`src/rtl/preemph_framer.sv`:
```
// rtl/preemph_framer.sv - frames a sample RAM into overlapping windows and applies 31/32 pre-emphasis.
module preemph_framer #(
    parameter int FRAME_LEN  = 256,
    parameter int HOP        = 128,
    parameter int NUM_FRAMES = 96
) (
    input  logic               clk,
    input  logic               rst,
    input  logic               start,
    output logic [14:0]        ram_addr,
    input  logic signed [15:0] ram_data,
    output logic signed [15:0] sample_out,
    output logic               sample_valid,
    input  logic               sample_ready,
    output logic               frame_first,
    output logic               frame_last,
    output logic               busy,
    output logic               done
);
    localparam int IW = (FRAME_LEN > 1) ? $clog2(FRAME_LEN) : 1;
    localparam int FW = (NUM_FRAMES > 1) ? $clog2(NUM_FRAMES) : 1;

    typedef enum logic [2:0] {
        S_IDLE, S_PRIME, S_PWAIT, S_READ, S_RWAIT, S_OUT, S_DONE
    } state_t;

    state_t              state, next_state;
    logic [IW-1:0]       idx;
    logic [FW-1:0]       frame;
    logic [14:0]         base;
    logic signed [15:0]  x_prev, x_cur;
    logic signed [17:0]  xe, pe, y;
    logic signed [15:0]  y_sat;
    logic                handshake, last_idx, last_frame;

    assign handshake  = (state == S_OUT) && sample_ready;
    assign last_idx   = (idx == IW'(FRAME_LEN - 1));
    assign last_frame = (frame == FW'(NUM_FRAMES - 1));

    assign sample_valid = (state == S_OUT);
    assign frame_first  = (state == S_OUT) && (idx == '0);
    assign frame_last   = (state == S_OUT) && last_idx;
    assign busy         = (state != S_IDLE) && (state != S_DONE);
    assign done         = (state == S_DONE);

    // 18-bit headroom covers the full x - x_prev swing plus the 1/32 term before clamping.
    always_comb begin
        xe = {{2{ram_data[15]}}, ram_data};
        pe = {{2{x_prev[15]}}, x_prev};
        y  = xe - pe + (pe >>> 5);
        if (y > 18'sd32767)
            y_sat = 16'sh7fff;
        else if (y < -18'sd32768)
            y_sat = 16'sh8000;
        else
            y_sat = y[15:0];
    end

    always_ff @(posedge clk) begin
        if (rst)
            state <= S_IDLE;
        else
            state <= next_state;
    end

    always_comb begin
        next_state = state;
        case (state)
            S_IDLE, S_DONE: if (start) next_state = S_READ;
            S_PRIME:        next_state = S_PWAIT;
            S_PWAIT:        next_state = S_READ;
            S_READ:         next_state = S_RWAIT;
            S_RWAIT:        next_state = S_OUT;
            S_OUT: begin
                if (handshake) begin
                    if (!last_idx)
                        next_state = S_READ;
                    else if (last_frame)
                        next_state = S_DONE;
                    else
                        next_state = S_PRIME;
                end
            end
            default:        next_state = S_IDLE;
        endcase
    end

    always_ff @(posedge clk) begin
        if (rst) begin
            ram_addr   <= '0;
            sample_out <= '0;
            idx        <= '0;
            frame      <= '0;
            base       <= '0;
            x_prev     <= '0;
            x_cur      <= '0;
        end else begin
            case (state)
                S_IDLE, S_DONE: begin
                    if (start) begin
                        idx    <= '0;
                        frame  <= '0;
                        base   <= '0;
                        x_prev <= '0;
                    end
                end
                // Later frames re-read the sample just before the window so the filter has history.
                S_PRIME: ram_addr <= base - 15'd1;
                S_PWAIT: begin
                    x_prev <= ram_data;
                    idx    <= '0;
                end
                S_READ:  ram_addr <= base + 15'(idx);
                S_RWAIT: begin
                    x_cur      <= ram_data;
                    sample_out <= y_sat;
                end
                S_OUT: begin
                    if (handshake) begin
                        x_prev <= x_cur;
                        if (!last_idx) begin
                            idx <= idx + 1'b1;
                        end else if (!last_frame) begin
                            frame <= frame + 1'b1;
                            base  <= base + 15'(HOP);
                        end
                    end
                end
                default: ;
            endcase
        end
    end
endmodule

```
`config.mk`:
```
export PLATFORM = sky130hd
export DESIGN_NAME = preemph_framer
export DESIGN_NICKNAME = d
export VERILOG_FILES = /design/src/rtl/preemph_framer.sv
export SDC_FILE = /design/constraint.sdc
export NUM_CORES = 1
export LEC_CHECK = 0
export CAP_MARGIN = 15
export CORE_ASPECT_RATIO = 2
export CORE_MARGIN = 4
export CORE_UTILIZATION = 25
export DETAILED_ROUTE_END_ITERATION = 6
export SYNTH_ARGS = -nofsm -noshare
export SYNTH_HDL_FRONTEND = slang
export SYNTH_SLANG_ARGS = --single-unit
```
`constraint.sdc`:
```
create_clock -name clk -period 7.65 [get_ports clk]
set_input_delay 1.1475 -clock clk [delete_from_list [all_inputs] [get_ports clk]]
set_output_delay 1.1475 -clock clk [all_outputs]
set_load 0.1 [all_outputs]
```
==> results.yml <==
clock_network:
  clockBufferDepth: 2
  path_clk_slew_ps: 70
  clk_latency_ps: 340
  htree_num_levels: 3
  hold_buffers: 0
  postCtsSetupBuffers: 0
  cts_root_buf: "clkbuf_16"
  clock_sinks: 89
  cts_tree: "yes"
  ctsResizeCount: 0
  cts_buffers: 9
place:
  dp_hpwl_um: 11090
  portBuffers: 55
  placed_cell_area_um2: 6143
  gp_congestion: 0.8990
  dp_cells: 971
routing:
  drtPass1Iterations: 4
  wl_met2_um: 8579
  top_layer: "met4"
  vias_per_cell: 4.712
  drc_errors: 0
  antenna_left: 0
  post_drt_wl_per_cell_um: 14.71
  totalWireLength_um: 14510
  wl_met3_um: 484
  drtIter0Drc: 185
  via_count: 4651
  met1Wirelength_um: 5015
worst_setup_path:
  critPathLaunchType: "input pin"
  crit_chain: "clkdlybuf4s50_1 > inv_1 > fa_1 > inv_1 > ha_1 > a21o_1 > a31oi_1 > o21ai_0 > o31ai_1 > a21bo_2 > o21bai_1 > nor2_1"
  crit_fanout: 13
  crit_family: "compound AO/OA/AOI/OAI gates"
  cp.arrival_ps: 4880
  end_kind: "flip-flop"
  slowest_delay_ps: 730
  cp_slowest_cell: "o21bai_1"
  crit_path_frequent_cell: "inv_1"
  path_buf_inv: 3
  worstSetupPathType: "in -> reg"
  required_ps: 7850
logic_synthesis:
  synthFlopType: "dfxtp_1"
  synth_area_leaders: "dfxtp_1, ha_1, nand2_1"
  synth_top_area_share: 0.3332
  syn_nets: 742
  synth_edf_count: 0
  syn_area_um2: 5348
  ys_types: 58
  yosys_register_bits: 89
  synth-seq-area-share: 0.3332
  ys_warn_count: 0
  synth_area_per_cell_um2: 7.922
  syn_inst: 675
  synth_top_cell_by_area: "dfxtp_1"
  synthArstFlopShare: 0
grt:
  grt_pass1_wl_um: 23180
  grt_max_degree: 63
  antenna_found_initial: 0
  grt_pass1_vias: 4687
  track_usage: 0.1208
  overflow: 0
sta:
  max_freq_mhz: 213.3
  grt_setup_unrepaired: "no"
  slew_headroom: 0.3197
  setup-violations-final: 0
  max_slew.worst_pin.slew_ps: 1017
  tns_ps: 0
  fin_crit_sh: 0.6128
  fin_worst_skew_ps: 5.002
  slew_viol_final: 0
  finalHoldViolCount: 0
  finalCriticalPeriod_ps: 4688
floorplan:
  coreArea_um2: 21020
  row_count: 75
  initial_core_util: 0.2544
  dieArea_um2: 23940
  ios: 56
  die_h_um: 214.8
  die_x_um: 111.4
outcome:
  status: "finished clean"
finish:
  multi_input_area_um2: 3206
  final.fill_count: 2246
  fin_util: 0.3072
  diodes: 0
  areaGrowthSynthToFinish_pct: 20.75
  final_cells: 987
  drive_above_1_share: 0.05292
  seq_area_um2: 1782
  finalNetCount: 780
  final_design_area_no_fill_um2: 6457
run:
  cap_violations: 0
hold_path:
  hold_class: "reg -> reg"
power:
  p_per_area_nw_per_um2: 289.7
  leakage_uw: 0.002512
  vdd_ir_drop_max_v: 0.0001291
## cells by family (layout without fill, tap and decap cells)
family,after synthesis,in the layout,synth area share
buffers and inverters,96,139,0.06856
and+or+nand+nor,234,234,0.2043
xor gates and xnor gates,29,29,0.04750
other,1,1,0.0007012
adders and majority gates,47,47,0.1310
DFF,89,89,0.3332
AOI/OAI and AO/OA,179,179,0.2148
## cell usage after synthesis (all sizes together) (12+ instances only)
library cell   n
nor2          65
o21ai         29
a21oi         66
inv           63
dfxtp         89
nand3         17
clkbuf        30
xnor2         12
nand2         92
a211oi        20
fa            15
ha            32
xor2          17
a22oi         18
## metrics by stage
stage / total power [uW] / hold WS, ps / worst slack (ps)
global placement: 1405 / 441.6 / 2661
global route: 1991 / 469.5 / 2707
detailed placement: 1409 / 445.3 / 2560
finish: 1871 / 455.4 / 2962
floorplan: 1211 / 436.8 / 1753
CTS: 1893 / 458.0 / 2944
## worst register-to-register path, cell delays in order, from the launching register on
cell	delay [ps]
dfxtp_1	390
inv_1	170
fa_1	520
inv_1	40
ha_1	400
a21o_1	230
a31oi_1	180
o21ai_0	200
o31ai_1	380
a21bo_2	290
o21bai_1	730
nor2_1	120
## area by class of cell
class	count	share of cell area
clock inverters	5	0.009494
multi-input cells	490	0.4964
repair buffers	60	0.09029
inverters	63	0.03662
well taps	269	0.05212
clock buffers	11	0.03914
flip-flops and latches	89	0.2759
## final timing paths
| path | from | to | slack [ps] | depth (start not counted) |
|---|---|---|---|---|
| worst max register to register | x_prev[15] | sample_out[3] | 3860 | 11 |
| worst max-delay path | ram_data[10] | sample_out[3] | 2960 | 12 |
| worst min-delay path | x_cur[12] | x_cur[12] | 460 | 2 |
| worst min register to register | x_cur[12] | x_cur[12] | 460 | 2 |
## per-layer routing
layer | track usage | up-vias
met5 | 0 | -
met4 | 0.06131 | 0
met3 | 0.02252 | 20
met2 | 0.2459 | 77
met1 | 0.1091 | 2173
li1 | - | 2381
## cell usage in the layout, fill, tap and decap left out, drive strengths merged, types with 7 or more instances in the layout
master / count
nor2: 65
inv: 65
ha: 32
a211oi: 20
nand3: 17
a21o: 7
xnor2: 12
nor3: 11
o21ai: 29
a21oi: 66
fa: 15
a22oi: 18
or3: 10
clkbuf: 11
xor2: 17
nand2: 92
nor2b: 9
dfxtp: 89
clkdlybuf4s50: 54
## power breakdown
part           leakage, uW  internal (uW)  switching [uW]
combinational      0.00163            300             562
sequential        0.000724            503            34.8
clock             0.000157            274             196
total              0.00251           1080             794
## registers in the layout, summed over array words and instances, names as in the netlist
register	count
idx	8
ram_addr	15
x_cur	16
x_prev	16
frame	7
state	3
base	8
sample_out	16
Note: power is estimated with default switching activity, not from simulation.
